<file path="config.mk">
export PLATFORM = sky130hd
export DESIGN_NAME = scan_seq_ctrl
export DESIGN_NICKNAME = d
export VERILOG_FILES = /design/src/rtl/scan_seq_ctrl.sv
export SDC_FILE = /design/constraint.sdc
export NUM_CORES = 1
export LEC_CHECK = 0
export CAP_MARGIN = 20
export CORE_MARGIN = 2
export CORE_UTILIZATION = 44
export CTS_BUF_LIST = sky130_fd_sc_hd__clkbuf_4 sky130_fd_sc_hd__clkbuf_8
export CTS_CLUSTER_SIZE = 12
export DETAILED_ROUTE_END_ITERATION = 8
export DONT_BUFFER_PORTS = 1
export GPL_TIMING_DRIVEN = 0
export SETUP_SLACK_MARGIN = 0.1
export SYNTH_ARGS = -nofsm -noshare
export SYNTH_HDL_FRONTEND = slang
export SYNTH_SLANG_ARGS = --single-unit
</file>
<file path="constraint.sdc">
create_clock -name clk -period 6.5 [get_ports clk]
set_input_delay 0.325 -clock clk [delete_from_list [all_inputs] [get_ports clk]]
set_output_delay 0.325 -clock clk [all_outputs]
set_load 0.1 [all_outputs]
</file>
<file path="src/rtl/scan_seq_ctrl.sv">
// scan_seq_ctrl: configuration latch and x/y scan sequencer for the 2D
// strided address generator. Addresses are built incrementally: a row base
// accumulates y_stride and the presented address accumulates x_stride. This
// matches offset + x*x_stride + y*y_stride modulo 2^WIDTH.
module scan_seq_ctrl #(
  parameter int WIDTH = 32
) (
  input  logic             clk,
  input  logic             rst,
  input  logic             cfg_valid,
  output logic             cfg_ready,
  input  logic [WIDTH-1:0] cfg_offset,
  input  logic [WIDTH-1:0] cfg_x_max,
  input  logic [WIDTH-1:0] cfg_x_stride,
  input  logic [WIDTH-1:0] cfg_y_max,
  input  logic [WIDTH-1:0] cfg_y_stride,
  input  logic             start,
  input  logic             abort,
  output logic             busy,
  output logic             done,
  output logic             cfg_err,
  output logic             addr_valid,
  input  logic             addr_ready,
  output logic [WIDTH-1:0] addr,
  output logic             addr_last
);

  localparam logic [WIDTH-1:0] ONE  = {{(WIDTH-1){1'b0}}, 1'b1};
  localparam logic [WIDTH-1:0] ZERO = '0;

  typedef enum logic [1:0] {IDLE, LOADED, RUN, DONE} state_t;

  state_t state;

  // Staged configuration, written by the cfg port while not running.
  logic [WIDTH-1:0] c_offset, c_xm, c_xs, c_ym, c_ys;
  // Working copy for the active job. A config written in the same cycle as
  // start therefore cannot disturb the job being launched.
  logic [WIDTH-1:0] r_xm, r_xs, r_ym, r_ys;
  // Position of the presented address, and the base of its row.
  logic [WIDTH-1:0] x, y, row;

  // Sequencer FSM with registered outputs and the single output stage.
  always_ff @(posedge clk) begin
    if (rst) begin
      state      <= IDLE;
      busy       <= 1'b0;
      done       <= 1'b0;
      cfg_err    <= 1'b0;
      cfg_ready  <= 1'b1;
      addr_valid <= 1'b0;
      addr_last  <= 1'b0;
      addr       <= ZERO;
      c_offset   <= ZERO;
      c_xm       <= ZERO;
      c_xs       <= ZERO;
      c_ym       <= ZERO;
      c_ys       <= ZERO;
      r_xm       <= ZERO;
      r_xs       <= ZERO;
      r_ym       <= ZERO;
      r_ys       <= ZERO;
      x          <= ZERO;
      y          <= ZERO;
      row        <= ZERO;
    end else begin
      done    <= 1'b0;
      cfg_err <= 1'b0;
      case (state)
        IDLE, LOADED: begin
          if (cfg_valid) begin
            c_offset <= cfg_offset;
            c_xm     <= cfg_x_max;
            c_xs     <= cfg_x_stride;
            c_ym     <= cfg_y_max;
            c_ys     <= cfg_y_stride;
            state    <= LOADED;
          end
          // start reads the pre-edge config, so a same-cycle write only
          // affects the next job.
          if (start) begin
            if (state == IDLE || c_xm == ZERO || c_ym == ZERO) begin
              cfg_err <= 1'b1;
            end else begin
              r_xm       <= c_xm;
              r_xs       <= c_xs;
              r_ym       <= c_ym;
              r_ys       <= c_ys;
              x          <= ZERO;
              y          <= ZERO;
              row        <= c_offset;
              addr       <= c_offset;
              addr_valid <= 1'b1;
              addr_last  <= (c_xm == ONE) && (c_ym == ONE);
              busy       <= 1'b1;
              cfg_ready  <= 1'b0;
              state      <= RUN;
            end
          end
        end
        RUN: begin
          if (abort) begin
            addr_valid <= 1'b0;
            addr_last  <= 1'b0;
            busy       <= 1'b0;
            cfg_ready  <= 1'b1;
            state      <= LOADED;
          end else if (addr_ready) begin
            if (addr_last) begin
              addr_valid <= 1'b0;
              addr_last  <= 1'b0;
              busy       <= 1'b0;
              done       <= 1'b1;
              state      <= DONE;
            end else if (x == r_xm - ONE) begin
              // Row wrap. Equality compares keep x_max = 2^WIDTH-1 legal.
              x         <= ZERO;
              y         <= y + ONE;
              row       <= row + r_ys;
              addr      <= row + r_ys;
              addr_last <= (r_xm == ONE) && (y + ONE == r_ym - ONE);
            end else begin
              x         <= x + ONE;
              addr      <= addr + r_xs;
              addr_last <= (x + ONE == r_xm - ONE) && (y == r_ym - ONE);
            end
          end
        end
        DONE: begin
          state     <= LOADED;
          cfg_ready <= 1'b1;
        end
        default: state <= IDLE;
      endcase
    end
  end

endmodule

</file>
; After elaboration in Yosys (flattened, before gate mapping)
; Index checks and enable logic that the tools add are counted.
[totals]
out_inout_bits = 38
ff_bits = 423
input_bits = 166
[op_classes]
addsub = 6
n_mux = 50
n_reduce_logical = 20
eq_ne = 19
n_bitwise = 5
[ops]
columns = cell, n
row1 = 32-bit two-way mux, 20
row2 = 32-bit case mux with 2 select lines, 4
row3 = 32-bit == test, 4
row4 = "32-bit by 1-bit == test with 1-bit output, second input constant", 3
row5 = "32-bit by 1-bit adder with 32-bit output, second input constant", 2
row6 = 32-bit adder, 2
row7 = 32-bit zero test, 2
row8 = "32-bit by 1-bit subtractor with 32-bit output, second input constant", 2
row9 = 1-bit two-way mux, 16
row10 = "2-bit != test, second input constant", 7
row11 = 2-bit two-way mux, 6
row12 = 7-bit AND reduction, 1
row13 = "3-bit != test, second input constant", 2
row14 = 2-bit case mux with 3 select lines, 1
row15 = 3-bit AND reduction, 2
row16 = 6-bit AND reduction, 1
row17 = 1-bit inverter, 5
row18 = 5-bit AND reduction, 1
row19 = "2-bit == test, second input constant", 2
row20 = 1-bit case mux with 2 select lines, 2
row21 = 2-bit AND reduction, 2
row22 = 4-bit AND reduction, 1
row23 = 4-bit OR reduction, 1
row24 = 1-bit logical AND, 3
row25 = other kinds (7), 8

; Logic depth before layout (Yosys ltp)
; Gate-level depths: netlist (run 1).
[depth]
word_depth = 8
depth_mapped = 17

; Worst setup path before layout (run 1)
; OpenSTA, ideal clock, no wires.
[synth_path]
path_kind = register -> register
from = register r_xm[12]
to = register x[17]
slack_ns = 2.124
t_arrival_ns = 4.249
synth_period_minus_slack_ns = 4.376
path_stages_with_launch = 17
n_path_buf = 5
path_cell_list = dfxtp_1 buf_6 or4_4 or4_1 buf_2 or4_4 xnor2_2 o22ai_1 or4_1 or4_1 buf_2 buf_4 nand2_2 buf_2 nor2_1 o21ai_0 o31ai_1
[synth_between]
elab_chain_len = 7
[synth_lines]
columns = element, line_no
row1 = "start, declared", 39  ; logic [WIDTH-1:0] r_xm, r_xs, r_ym, r_ys;
row2 = "start signal, assigned", 85  ; r_xm <= c_xm;
row3 = 32-bit by 1-bit subtractor with 32-bit output, 115  ; end else if (x == r_xm - ONE) begin
row4 = 32-bit == test, 115
row5 = 32-bit two-way mux, 115
row6 = 32-bit two-way mux, 109  ; if (addr_last) begin
row7 = 32-bit two-way mux, 108  ; end else if (addr_ready) begin
row8 = 32-bit two-way mux, 102  ; if (abort) begin
row9 = 32-bit case mux with 2 select lines, 69  ; case (state)
row10 = "end signal, assigned", 123  ; x <= x + ONE;
row11 = "end, declared", 41  ; logic [WIDTH-1:0] x, y, row;
; No other way between the ends. The select of a mux whose other input is x is not followed.
; A chain may end at the register's enable or synchronous reset.

; Final worst setup path (run 1)
[layout_path]
from = register r_xm[2]
to = register y[23]
[layout_between]
elab_chain_len = 4
[layout_lines]
columns = element, line_no
row1 = 32-bit by 1-bit subtractor with 32-bit output, 115
row2 = 32-bit == test, 115
row3 = 2-bit != test (no line), n/a
row4 = 7-bit AND reduction (no line), n/a
row5 = "end signal, assigned", 118  ; y <= y + ONE;
row6 = "end, declared", 41
; No other way between the ends.

==> results of run 1 <==
[where the power goes]
group | leakage, nW | switching (W) | internal [W]
registers | 3.45 | 0.000274 | 0.00273
logic | 5.80 | 0.000924 | 0.000543
clock network | 0.838 | 0.00117 | 0.00147
[placed cells by master (no fill, tap or decap), types with 10 or more instances in the layout]
cell type                       count
sky130_fd_sc_hd__nand2_1          720
sky130_fd_sc_hd__or3_1             21
sky130_fd_sc_hd__a31oi_1           20
sky130_fd_sc_hd__o21ai_0           88
sky130_fd_sc_hd__nand3_1           60
sky130_fd_sc_hd__a311oi_1          10
sky130_fd_sc_hd__o22ai_1           11
sky130_fd_sc_hd__clkbuf_1         163
sky130_fd_sc_hd__nand4_1           30
sky130_fd_sc_hd__o21a_1            32
sky130_fd_sc_hd__or2_2             10
sky130_fd_sc_hd__xnor2_1          155
sky130_fd_sc_hd__o31ai_1           41
sky130_fd_sc_hd__a21o_1            27
sky130_fd_sc_hd__o211a_1           12
sky130_fd_sc_hd__nor4_1            62
sky130_fd_sc_hd__and3_1            30
sky130_fd_sc_hd__xor2_1            84
sky130_fd_sc_hd__buf_1             10
sky130_fd_sc_hd__nor2_1           151
sky130_fd_sc_hd__clkbuf_4          21
sky130_fd_sc_hd__a211oi_1          22
sky130_fd_sc_hd__inv_1             33
sky130_fd_sc_hd__dfxtp_1          423
sky130_fd_sc_hd__nor3_1            58
sky130_fd_sc_hd__o211ai_1          25
sky130_fd_sc_hd__or4_1             11
sky130_fd_sc_hd__nand2b_1          13
sky130_fd_sc_hd__dlygate4sd3_1    166
sky130_fd_sc_hd__o221a_2           10
sky130_fd_sc_hd__a21oi_1          395
sky130_fd_sc_hd__ha_1              67
sky130_fd_sc_hd__nor2b_1           14
sky130_fd_sc_hd__clkbuf_8          95
[per-layer routing]
layer | share of wire (%) | vias up
met2 | 48 | 790
li1 | - | 10800
met3 | 7.1 | 218
met5 | 0.042 | -
met1 | 41 | 10500
met4 | 4.8 | 6
[tightest hold or removal path, cell delays in order]
cell,delay [ns]
sky130_fd_sc_hd__o22ai_1,0.20
sky130_fd_sc_hd__a21oi_1,0.11
sky130_fd_sc_hd__nor2_1,0.10
sky130_fd_sc_hd__a41oi_1,0.05
sky130_fd_sc_hd__o21ai_0,0.08
[flip-flops by register name (all words and copies together) (netlist names)]
register,count
addr_last,1
r_ys,32
addr_valid,1
state,2
cfg_err,1
y,32
r_ym,32
x,32
c_ys,32
c_offset,32
c_xs,32
addr,32
done,1
c_ym,32
r_xs,32
row,32
cfg_ready,1
r_xm,32
c_xm,32
[per-stage QoR]
step / std cells / power [W] / util, % / instance area, sq um
2_1_floorplan: 2925 / 0.00396 / - / 22300
3_3_place_gp: 3597 / 0.00437 / 46.2 / 23200
3_5_place_dp: 3602 / 0.00440 / 46.4 / 23200
4_1_cts: 3897 / 0.00711 / 52.8 / 26500
5_1_grt: 3906 / 0.00740 / 53.1 / 26600
6_report: 3908 / 0.00712 / 53.1 / 26600
[cell type report]
type,count,share of cell area (%)
multi-input combinational,2290,49.0
sequential,423,31.8
timing repair buffer,180,6.97
clock buffer,116,5.51
tap,672,3.16
buffer,179,2.64
inverter,33,0.466
clock inverter,13,0.424
antenna,2,0.0188
[cell families (layout without fill, tap and decap cells)]
kind of cell | count (synthesis) | in the layout | share of synthesized area (%)
buf+inv | 212 | 521 | 3.70
xor+xnor | 241 | 241 | 9.56
fa+ha+maj | 69 | 69 | 3.94
other cells | 0 | 2 | 0
flops | 423 | 423 | 38.0
compound gates | 749 | 749 | 20.2
mux | 6 | 6 | 0.275
simple gates | 1225 | 1225 | 24.3
[worst max path at each step]
stage / start / endpoint
floorplan: r_xm[12]$_SDFFE_PP0P_ / x[17]$_SDFFE_PP0P_
global placement: r_xm[12]$_SDFFE_PP0P_ / y[27]$_SDFFE_PP0P_
detailed placement: r_xm[2]$_SDFFE_PP0P_ / addr[17]$_SDFFE_PP0P_
CTS: r_xm[12]$_SDFFE_PP0P_ / y[29]$_SDFFE_PP0P_
global route: r_xm[2]$_SDFFE_PP0P_ / y[11]$_SDFFE_PP0P_
finish: r_xm[2]$_SDFFE_PP0P_ / y[23]$_SDFFE_PP0P_
==> results summary, run 1 <==
The run finished with clean final reports. In the routed layout, each cell is associated on average with a via count of 5.70. The placeable core region came out at 50,100 sq um. Measured against its own limit, the worst slew margin works out to 17.6%. The sum of routed wire length over all layers is 81,600 um. The DRC marker count from the first detailed-route iteration is 1,608. The share of the Yosys chip area taken by registers is 38.0%.

The remaining antenna violation count after routing is 0. The routed layout has 22,300 vias. The initial antenna violation count is 3.

Yosys instantiated no cell more often than sky130_fd_sc_hd__nand2_1. The power density normalized to cell area is 268 nW/um^2. The H-tree level count is 3. The met3 global-route usage is 6.62%. For met1 alone, demand over resource in global routing was 36.4%. The number of instances in the synthesized netlist is 2,925.

The clock buffer count from CTS is 76. The endpoint arrival time on the critical path came out at 5.94 ns. The clock passes through at most 3 buffers. The number of setup buffers added after CTS is 0. The pin slew with the least headroom to its limit came out at 1.24 ns. The number of buffers and inverters on the critical path is 3. The share of post-route cells with drive strength above 1 is 5.57%. VDD sags by at most 175 uV. The number of fill cells came out at 4,917.

The master cell of the clock root buffer is sky130_fd_sc_hd__clkbuf_8. The final-stage net count is 3,418. The worst register-to-register path ends at y[23]$_SDFFE_PP0P_.

The count of endpoints failing hold in the final timing report was 0. The number of nets handed over by synthesis was 3,160. Summed over all failing endpoints, the final setup total negative slack is 0 ns. In this run the mean area of a mapped cell was 7.63 sq um. The number of buffer cells added on primary ports is 0.

The part of the cycle the worst path needs is 83.4%. Setup slack on the worst reg-to-reg path comes out at 1.08 ns. The multi-input logic area came out at 13,000 sq um. The area of the mapped netlist is 22,300 sq um. The worst setup path is launched from a register. The number of flops mapped to enable cells by yosys is 0.

Counting cells, the worst reg-to-reg path comes to 13. The worst hold path cell count came out at 5. After detailed routing, the average wire length per cell comes to 20.9 um. The estimated wirelength of the detail-placed design came out at 62,300 um. The clock tree from TritonCTS is yes. The number of distinct library cells after synthesis is 70. In the global route stage, met2 resource usage came out at 51.7%. The minimum hold slack came out at 0.245 ns. By count the netlist is led by sky130_fd_sc_hd__nand2_1, sky130_fd_sc_hd__dfxtp_1, sky130_fd_sc_hd__a21oi_1.

The width of the die came out at 229 um. The beginning of the worst register-to-register path is r_xm[2]$_SDFFE_PP0P_. The height of the chip came out at 229 um. The number of cell rows is 82.

The clock reaches the later pin of the worst-skew pair after 0.67 ns. The worst setup path category is reg2reg. The area occupied by registers came out at 8470 sq um. The via count of the first global-routing pass came out at 21,600. The first global-routing pass estimated 123,000 um of wire. Relative to the synthesized area, the layout overhead comes to 19.2%.

In this run the worst path has a maximum fanout of 10. The minimum clock period after layout is 5.42 ns. The boundary pin count is 204. On the worst path, the slowest cell contributes a delay of 0.84 ns. The required arrival time at the worst endpoint came out at 7.02 ns. By area the synthesized netlist is led by sky130_fd_sc_hd__dfxtp_1, sky130_fd_sc_hd__nand2_1, sky130_fd_sc_hd__a21oi_1. The starting utilization of the core area is 44.6%.

The final weighted congestion in routability-driven placement is 0.970. The sink count of the clock tree came out at 423. The signal on the critical path passes through nor4_1 > nand4_1 > or4_4 > xnor2_2 > o22ai_1 > or4_1 > or4_1 > buf_2 > inv_1 > nand2_1 > clkbuf_1 > o211ai_1 > o31ai_1. Before antenna repair, the detailed router went through 6 iterations. The count of pins over their slew limit is 0. The number of buffers inserted for hold repair after clock tree synthesis is 166. For this design the static power due to leakage is 10.1 nW. The worst setup margin is 1.08 ns. The number of failing setup endpoints in the final timing report came out at 0. The total die area is 52,500 sq um. The overall routing resource usage is 30.4%.

The number of violations of the max-capacitance limit is 0. The setup skew after layout came out at 0.0395 ns. The synthesized flop and latch total is 423. The most used flip-flop cell after synthesis is sky130_fd_sc_hd__dfxtp_1.

In this design, the largest share of critical-path delay is due to simple AND/OR/NAND/NOR gates. The minimum setup slack after placement is 1.18 ns. The maximum number of pins on one net before global-route repair is 11.

Setup repair after global routing left no endpoint under its margin. The clock edge transition at the registers on the reported setup and hold paths came out at 0.06 ns. The worst hold path terminates at addr_last$_SDFFE_PP0P_.

The most used routing layer is met2. The upper clock frequency limit came out at 184 MHz. The cell with the largest stage delay on the worst path is sky130_fd_sc_hd__nor4_1. STA classifies the critical path endpoint as a register. The type of the worst min-delay path is in2reg. The count of yosys warnings during synthesis is 0. The start point of the worst hold path is addr_ready. The most numerous cell type found on the critical path is sky130_fd_sc_hd__or4_1. Of the post-synthesis cell area, the dominant cell type holds 38.0%. Summed over all instances, the cell type with the most area after synthesis is sky130_fd_sc_hd__dfxtp_1.

Of all flip-flops after synthesis, the portion carrying an async set or reset was 0%. After global routing the overflow that remains totals 0. In this run the number of cells on the critical path is 13. The post-detailed-route DRC marker count is 0. The total of cells resized after clock tree synthesis is 0.
Power figures use the tool's default switching activity.
==> inputs of run 2 (changes only) <==
==> constraint.sdc (replaced) <==
create_clock -name clk -period 4.46 [get_ports clk]
set_input_delay 0.223 -clock clk [delete_from_list [all_inputs] [get_ports clk]]
set_output_delay 0.223 -clock clk [all_outputs]
set_load 0.1 [all_outputs]
==> results summary, run 2 (same netlist as run 1, synthesis figures left out) <==
The count of endpoints failing hold in the final timing report is 0. The placed cell count came out at 3,601. The DRC marker count from the first detailed-route iteration is 1,885. The height of the chip is 229 um. Of the total power, the clock network draws 38.1%. The peak fanout along the critical path is 5. In this run the power spent charging and discharging nets is 0.00355 W.

The post-detailed-route DRC marker count is 0. The leakage power of the design came out at 10.8 nW. The via count of the first global-routing pass is 22,100. The flow ran to the end, but the final reports show violations. The worst setup path category is reg2reg. The via-per-instance ratio came out at 5.74.

The routed metal-1 wirelength came out at 34,100 um. The kind of start point of the critical path is a register. The number of vias after detailed routing is 22,700. The total die area came out at 52,500 sq um.

The clock buffer count from CTS is 76. The clock passes through at most 3 buffers. The clock network latency to the later pin of the worst-skew pair is 0.67 ns. The boundary pin count is 204. The layout-stage area growth over the synthesis result came out at 26.5%. The sum of routed wire length over all layers is 84,000 um. The initial utilization of the core area, before any placement, comes to 44.6%. The H-tree level count came out at 3. The share of total power in combinational logic came out at 21.2%.

OpenSTA, run right after detailed placement, puts the worst setup slack at -0.774 ns. The die is 229 um wide. The headroom to the max-slew limit is 20.6%. The remaining antenna violation count after routing is 0. The clock tree from TritonCTS is yes. The maximum number of pins on one net before global-route repair is 11. Leaving out fill and tap cells, the most frequent cell in the layout is sky130_fd_sc_hd__nand2_1.

The number of failing setup endpoints in the final timing report came out at 6. The register share of total power is 40.7%. The share of post-route cells with drive strength above 1 came out at 10.3%.

The estimated wirelength of the detail-placed design came out at 62,500 um. The final-stage net count came out at 3,456. The min-delay analysis places its worst path in the category in2reg. On the final layout, the worst clock skew is 0.0365 ns.

The area occupied by registers came out at 8480 sq um. Once routing completed, OpenROAD measured the worst setup slack at -0.0463 ns. In this run the standard cell core region covers 50,100 sq um.

The pin slew with the least headroom to its limit is 1.19 ns. At the end of the flow the core is filled with cells to 56.4%. Across the VDD grid, the largest voltage drop is 268 uV.

The power density normalized to cell area is 384 nW/um^2. The total iterations of the first detailed-routing run came out at 8. The final weighted congestion in routability-driven placement came out at 0.979. The minimum clock period after layout came out at 4.51 ns. The floorplan has 82 rows.

The number of buffer cells added on primary ports is 0. Of the total power, the share spent switching nets is 32.8%. The part of the cycle the worst path needs came out at 101%. The master cell of the clock root buffer is sky130_fd_sc_hd__clkbuf_8. The clock edge transition at the registers on the reported setup and hold paths is 0.06 ns.

In the layout the commonest cells are sky130_fd_sc_hd__nand2_1, sky130_fd_sc_hd__dfxtp_1, sky130_fd_sc_hd__a21oi_1. The wire length of the first global-routing pass is 126,000 um. Setup repair after global routing could not meet its margin everywhere. The sink count of the clock tree is 423. The upper clock frequency limit came out at 222 MHz. The count of pins over their slew limit was 0. The met2 layer wire length in the routed design is 39,800 um.

The highest routed metal layer is met5. STA puts the critical path data required time at 5.05 ns. Summing all multi-input logic gate instances after layout gives 13,700 sq um.

The number of violations of the max-capacitance limit came out at 0. The endpoint arrival time on the critical path came out at 5.10 ns. The initial antenna violation count is 2. The average wire length per cell after detail routing is 21.2 um. Global routing used 30.9% of the available tracks across all layers. The total overflow left after global routing is 0.

STA classifies the critical path endpoint as a register. The finished layout holds 3,955 standard cells, fillers aside. The internal power came out at 0.00727 W. The checks that failed: setup timing. The number of fill cells is 4,756. The length of routed met3 wiring came out at 5920 um.
==> run 2: per-stage QoR <==
stage               TNS [ns]  instance area, sq um  total power [W]  hold slack [ns]
floorplan                  0                 22300          0.00577            0.359
global placement      -65.23                 23200          0.00636            0.363
detailed placement    -68.70                 23200          0.00640            0.367
CTS                   -0.557                 27700           0.0107           0.0121
global route           -1.01                 28200           0.0112           0.0854
finish               -0.0949                 28200           0.0108           0.0872
==> run 2: power groups by stage <==
| stage | registers (W) | logic [W] | clock network [W] |
|---|---|---|---|
| 2_1_floorplan | 0.00441 | 0.00136 | 0 |
| 3_3_place_gp | 0.00451 | 0.00185 | 0 |
| 3_5_place_dp | 0.00450 | 0.00189 | 0 |
| 4_1_cts | 0.00443 | 0.00215 | 0.00418 |
| 5_1_grt | 0.00442 | 0.00247 | 0.00433 |
| 6_report | 0.00440 | 0.00230 | 0.00412 |
==> run 2: final timing paths <==
check             depth (start not counted)             startpoint                endpoint  slack (ns)
setup / recovery                         15  r_xm[12]$_SDFFE_PP0P_      y[25]$_SDFFE_PP0P_       -0.05
hold reg to reg                           2  c_ys[12]$_SDFFE_PP0P_   r_ys[12]$_SDFFE_PP0P_        0.45
hold / removal                            5             addr_ready  addr_last$_SDFFE_PP0P_        0.09
setup reg to reg                         15  r_xm[12]$_SDFFE_PP0P_      y[25]$_SDFFE_PP0P_       -0.05
==> run 2: metal layers <==
layer,track usage [%],vias to the layer above
met2,52.4,809
met3,6.49,217
met1,37.2,10800
met5,0,-
li1,-,10800
met4,15.5,2
==> run 2: layout make-up <==
cell class,count,area share [%]
Buffer,179,3.36
Clock buffer,122,5.53
Sequential cell,423,30.0
Inverter,33,0.452
Tap cell,672,2.98
Antenna cell,1,0.00887
Multi-Input combinational cell,2290,48.7
Timing Repair Buffer,218,8.27
Clock inverter,17,0.630
==> run 2: timing repair <==
action                     CTS  global route
pin swaps                   55            30
hold endpoints to repair   166             0
buffers inserted            20            13
hold buffers               167             0
cloned                       8             0
setup endpoints to repair  129           129
gates resized for setup    184            78
==> run 2: worst max-delay path, cell delays in order (launching register included) <==
cell and delay, ns:
sky130_fd_sc_hd__dfxtp_2 0.31, sky130_fd_sc_hd__buf_6 0.11, sky130_fd_sc_hd__or4_4 0.52, sky130_fd_sc_hd__or4_4 0.54
sky130_fd_sc_hd__buf_8 0.14, sky130_fd_sc_hd__or4_4 0.44, sky130_fd_sc_hd__xnor2_2 0.16, sky130_fd_sc_hd__o22ai_1 0.09
sky130_fd_sc_hd__or4_1 0.53, sky130_fd_sc_hd__or4_4 0.48, sky130_fd_sc_hd__buf_12 0.18, sky130_fd_sc_hd__a21oi_4 0.17
sky130_fd_sc_hd__buf_12 0.14, sky130_fd_sc_hd__nand2_4 0.08, sky130_fd_sc_hd__or3_4 0.42, sky130_fd_sc_hd__a21oi_2 0.11
